**src/rtl/credit_bank.sv**
```systemverilog
// Credit ledger for the slot machine: charges a bet per accepted spin, scores the
// settled reel digits and ramps winnings into a saturating balance, one credit per cycle.
module credit_bank #(
  parameter int CREDIT_W      = 10,
  parameter int START_CREDITS = 20,
  parameter int BET           = 1,
  parameter int PAYOUT_4      = 16,
  parameter int PAYOUT_3      = 2
) (
  input  logic                oclk,
  input  logic                RST,
  input  logic                EIN,
  input  logic                spin_start,
  input  logic                settle,
  input  logic [15:0]         digits,
  output logic [CREDIT_W-1:0] credits,
  output logic                armed,
  output logic                busy,
  output logic                broke,
  output logic                reject,
  output logic                win4,
  output logic                win3,
  output logic [CREDIT_W-1:0] last_payout
);

  typedef enum logic [2:0] {
    S_IDLE  = 3'd0,
    S_ARMED = 3'd1,
    S_EVAL  = 3'd2,
    S_PAY   = 3'd3,
    S_BROKE = 3'd4
  } state_t;

  localparam logic [CREDIT_W-1:0] C_MAX   = '1;
  localparam logic [CREDIT_W-1:0] C_ONE   = CREDIT_W'(1);
  localparam logic [CREDIT_W-1:0] C_BET   = CREDIT_W'(BET);
  localparam logic [CREDIT_W-1:0] C_START = CREDIT_W'(START_CREDITS);
  localparam logic [CREDIT_W-1:0] C_PAY4  = CREDIT_W'(PAYOUT_4);
  localparam logic [CREDIT_W-1:0] C_PAY3  = CREDIT_W'(PAYOUT_3);
  localparam state_t S_RST = (START_CREDITS < BET) ? S_BROKE : S_IDLE;

  state_t              state_q, state_d;
  logic [CREDIT_W-1:0] credits_q, credits_d;
  logic [CREDIT_W-1:0] cnt_q, cnt_d;
  logic [CREDIT_W-1:0] lp_q, lp_d;
  logic [15:0]         dig_q, dig_d;
  logic                rej_q, rej_d;
  logic                w4_q, w4_d;
  logic                w3_q, w3_d;

  // Largest multiplicity among the four captured hex digits.
  logic [2:0]          mult_c, cnt_c;
  logic [CREDIT_W-1:0] payout_c;

  always_comb begin
    mult_c = '0;
    cnt_c  = '0;
    for (int i = 0; i < 4; i++) begin
      cnt_c = '0;
      for (int j = 0; j < 4; j++)
        cnt_c = cnt_c + {2'b00, (dig_q[4*j +: 4] == dig_q[4*i +: 4])};
      if (cnt_c > mult_c) mult_c = cnt_c;
    end
    if (mult_c == 3'd4)      payout_c = C_PAY4;
    else if (mult_c == 3'd3) payout_c = C_PAY3;
    else                     payout_c = '0;
  end

  logic [CREDIT_W-1:0] inc_c;
  logic [CREDIT_W-1:0] dec_c;
  assign inc_c = credits_q + C_ONE;
  assign dec_c = cnt_q - C_ONE;

  always_comb begin
    state_d   = state_q;
    credits_d = credits_q;
    cnt_d     = cnt_q;
    dig_d     = dig_q;
    lp_d      = lp_q;
    rej_d     = 1'b0;
    w4_d      = 1'b0;
    w3_d      = 1'b0;
    if (EIN) begin
      case (state_q)
        S_IDLE: begin
          if (spin_start) begin
            if (credits_q >= C_BET) begin
              credits_d = credits_q - C_BET;
              state_d   = S_ARMED;
            end else begin
              rej_d   = 1'b1;
              state_d = S_BROKE;
            end
          end
        end
        S_ARMED: begin
          if (settle) begin
            dig_d   = digits;
            state_d = S_EVAL;
          end
        end
        S_EVAL: begin
          lp_d  = payout_c;
          cnt_d = payout_c;
          w4_d  = (mult_c == 3'd4);
          w3_d  = (mult_c == 3'd3);
          if (payout_c != '0)        state_d = S_PAY;
          else if (credits_q < C_BET) state_d = S_BROKE;
          else                        state_d = S_IDLE;
        end
        S_PAY: begin
          // Already saturated (or nothing left): forfeit the remainder without adding.
          if (credits_q == C_MAX || cnt_q == '0) begin
            cnt_d   = '0;
            state_d = (credits_q < C_BET) ? S_BROKE : S_IDLE;
          end else begin
            credits_d = inc_c;
            cnt_d     = dec_c;
            if (dec_c == '0 || inc_c == C_MAX) begin
              cnt_d   = '0;
              state_d = (inc_c < C_BET) ? S_BROKE : S_IDLE;
            end
          end
        end
        S_BROKE: rej_d = spin_start;
        default: state_d = S_IDLE;
      endcase
    end
  end

  always_ff @(posedge oclk) begin
    if (RST) begin
      state_q   <= S_RST;
      credits_q <= C_START;
      cnt_q     <= '0;
      lp_q      <= '0;
      dig_q     <= '0;
      rej_q     <= 1'b0;
      w4_q      <= 1'b0;
      w3_q      <= 1'b0;
    end else begin
      state_q   <= state_d;
      credits_q <= credits_d;
      cnt_q     <= cnt_d;
      lp_q      <= lp_d;
      dig_q     <= dig_d;
      rej_q     <= rej_d;
      w4_q      <= w4_d;
      w3_q      <= w3_d;
    end
  end

  assign credits     = credits_q;
  assign last_payout = lp_q;
  assign armed       = (state_q == S_ARMED);
  assign busy        = (state_q == S_PAY);
  assign broke       = (state_q == S_BROKE);
  assign reject      = rej_q;
  assign win4        = w4_q;
  assign win3        = w3_q;

endmodule
```
**config.mk**
```make
export PLATFORM = sky130hd
export DESIGN_NAME = credit_bank
export DESIGN_NICKNAME = d
export VERILOG_FILES = /design/src/rtl/credit_bank.sv
export SDC_FILE = /design/constraint.sdc
export NUM_CORES = 1
export LEC_CHECK = 0
export CAP_MARGIN = 20
export CORE_ASPECT_RATIO = 0.8
export CORE_MARGIN = 2
export CORE_UTILIZATION = 50
export CTS_CLUSTER_DIAMETER = 100
export DETAILED_ROUTE_END_ITERATION = 8
export PLACE_DENSITY = 0.8
export RECOVER_POWER = 100
export SYNTH_ARGS = -nofsm -noshare
export SYNTH_HDL_FRONTEND = slang
export SYNTH_SLANG_ARGS = --single-unit
```
**constraint.sdc**
```tcl
create_clock -name oclk -period 13.9 [get_ports oclk]
set_clock_uncertainty 0.05 [all_clocks]
set_input_delay 3.475 -clock oclk [delete_from_list [all_inputs] [get_ports oclk]]
set_output_delay 3.475 -clock oclk [all_outputs]
set_load 0.01 [all_outputs]
```
==> run metrics <==
CP max FO=41; critical path capture point=state_q[0]; Pre-antenna DRT Iters=6; PortBufs=38; xor and xnor area share after synthesis=9.76%; hold_buf cts=0; DRT iter0 DRCs=213; worst r2r src=dig_q[4]; Area Growth Syn to Fin=14.1%; R2R Setup Slk=8.09 ns; failing checks=capacitance limit, slew limit; simple-gate share of the synthesized area=27.7%; CP Capture Type=register; crit path DAT=6.53 ns; initial antenna violation count=0; ANT nets after route=0; Seq/Total Area, Yosys=25.8%; # setup viols final=0; Core Box Area=6510 µm²; share of layout cells above drive strength 1=4.47%; DRC viols=0; WP buf/inv=3; top post-synthesis cells by area=dfxtp_1 26%, ha_1 9.9%, xnor2_1 8.2%, a21oi_1 6.3%, nand2_1 6.3%; # IOs=47; fmax=157 MHz; Post CTS Setup Buffer Count=0; Synth area leader=dfxtp_1; Slew HR=-23.0%; # rows=26; Yosys warning count=0; worst skew pair latency=0.30 ns; Post-synth EDFFs=0; largest family of logic cells by synthesized area=simple AND/OR/NAND/NOR gates; chip width=96.3 µm; GPL Wtd Cong=0.954; Setup Crit Path Kind=input pin to register; hold crit path type=register to register; Synth async-reset ratio=0%; CTS max path bufs=2; Setup crit start=RST; first-pass GRT wire length=13100 µm; Synth Cell Area=3410 µm²; Worst path depth=7; Clk pin slew, worst setup/hold paths=0.09 ns; Synth Area in Adders=9.90%; Slew Viols, Final=42; nets@finish=517; Worst Hold Depth=2; complex-gate fraction of the synthesized area=18.9%; Routed WL=7700 µm; DP HPWL=5790 µm; WP data required=14.04 ns; H-tree depth=2; Slew @ Worst Pin=1.84 ns; Clock Root Buffer=clkbuf_8; post-CTS sizing=0; crit path launch type=input pin; fin crit period=6.39 ns; RSZ-0062 raised after global routing=false; Cells after Synth=445; cell depth of the worst flop-to-flop path=23; worst reg2reg path endpoint=last_payout[1]; Synth cell types=62; FF+latch count, synth=44; total CTS buffers=5; CTS tree=yes; mux share of post-synthesis cell area=0.624%; diode count=0; vias in the first global route=2909; largest net degree at the start of global routing=42; family with the most delay on the worst path=buffers and inverters; via count=3148; Die Span Y=77.9 µm; number of max-cap violations=1; Via density=5.68; setup TNS=0 ns; final hold vios=0; Initial Utilization=52.4%; Synth top area share=25.8%; CTS Sinks=44; DR WL/cell=13.9 µm; status=finished, violations left; CP peak stage delay=1.32 ns; ys flop type=dfxtp_1; die area=7500 µm²; CP cell instances=dlygate4sd3_1 > clkbuf_1 > inv_1 > nand3b_1 > or2_2 > a21oi_1 > a311o_1; CP max-delay cell=clkbuf_1; gr ovfl total=0; Total GRT Usage=21.5%; Synth Area per Inst=7.66 µm²; Final period util=45.9%
through the flow:
step	cell area, µm²	worst slack, ns	instances	hold WS (ns)	utilization (%)
finish	3890	7.51	554	0.441	59.8
global route	3890	7.27	554	0.473	59.8
CTS	3890	8.12	554	0.445	59.9
detailed placement	3780	8.16	546	0.431	58.1
global placement	3780	8.40	546	0.428	58.1
floorplan	3440	8.63	452	0.407	-
registers in the layout, indices dropped and copies added (netlist names):
signal       cells
dig_q           16
cnt_q           10
credits         10
state_q          3
last_payout      2
reject           1
win3             1
win4             1
worst min-delay path: stages, from the launching register on:
cell and delay [ns]:
dfxtp_1 0.33, nand2_1 0.06, o32ai_1 0.06
how the worst min path moves through the flow:
| stage | from | endpoint | slack, ns |
|---|---|---|---|
| 4_1_cts | cnt_q[8] | cnt_q[8] | 0.44 |
| 6_report | cnt_q[8] | cnt_q[8] | 0.44 |
| 3_3_place_gp | cnt_q[8] | cnt_q[8] | 0.43 |
| 2_1_floorplan | cnt_q[8] | cnt_q[8] | 0.41 |
| 5_1_grt | last_payout[1] | last_payout[1] | 0.47 |
| 3_5_place_dp | cnt_q[8] | cnt_q[8] | 0.43 |
cell usage after synthesis (3+ instances only):
cell type  number
or3_1          10
nand2_1        57
xnor2_1        32
a21oi_1        43
and3_1          3
a31oi_1         3
clkbuf_1       14
nor2b_1         5
nand2b_1        6
nor3_1         15
or2_2           3
nand4_1        11
buf_4           9
buf_2           6
xor2_1          6
nor2_1         23
a21boi_0        3
nand3b_1        4
ha_1           27
o211ai_1        3
nor4_1          5
inv_1          25
nand3_1        19
o21ai_0        14
or4_1           3
nand4b_1        4
and2_1          6
dfxtp_1        44
cell usage in the layout (no fill, tap or decap), drive strengths merged, types with 4 or more instances in the layout:
| master | count |
|---|---|
| or2 | 4 |
| nand2 | 57 |
| or3 | 10 |
| a21oi | 43 |
| o21ai | 15 |
| xor2 | 6 |
| nand4b | 4 |
| clkdlybuf4s50 | 19 |
| nand4 | 11 |
| nor4 | 6 |
| nor2 | 24 |
| nand3 | 19 |
| inv | 26 |
| nor2b | 5 |
| nor3 | 15 |
| dfxtp | 44 |
| nand2b | 6 |
| and2 | 6 |
| xnor2 | 32 |
| clkbuf | 6 |
| dlygate4sd3 | 19 |
| conb | 8 |
| ha | 27 |
| nand3b | 4 |
cells by family after synthesis:
kind of cell / after synthesis
mux: 2
flops: 44
other cells: 1
fa+ha+maj: 27
buf+inv: 54
xor+xnor: 38
simple gates: 182
compound gates: 97
final cells by class:
cell class | count | area (µm²)
sequential | 44 | 881
clock inverter | 3 | 46.3
inverter | 25 | 93.8
multi-input combinational | 354 | 2310
timing repair buffer | 39 | 384
fill | 613 | 2620
tap | 84 | 105
clock buffer | 5 | 68.8
per-layer routing:
| metal | track usage, % | share of wire [%] | vias up |
|---|---|---|---|
| met5 | 0 | 0 | - |
| li1 | - | - | 1614 |
| met3 | 4.66 | 4.1 | 7 |
| met4 | 3.52 | 0.70 | 0 |
| met1 | 29.5 | 47 | 1471 |
| met2 | 35.1 | 48 | 56 |
Power is not shown: default switching activity piles up to over one toggle a cycle in this logic, so the estimate is an artifact.
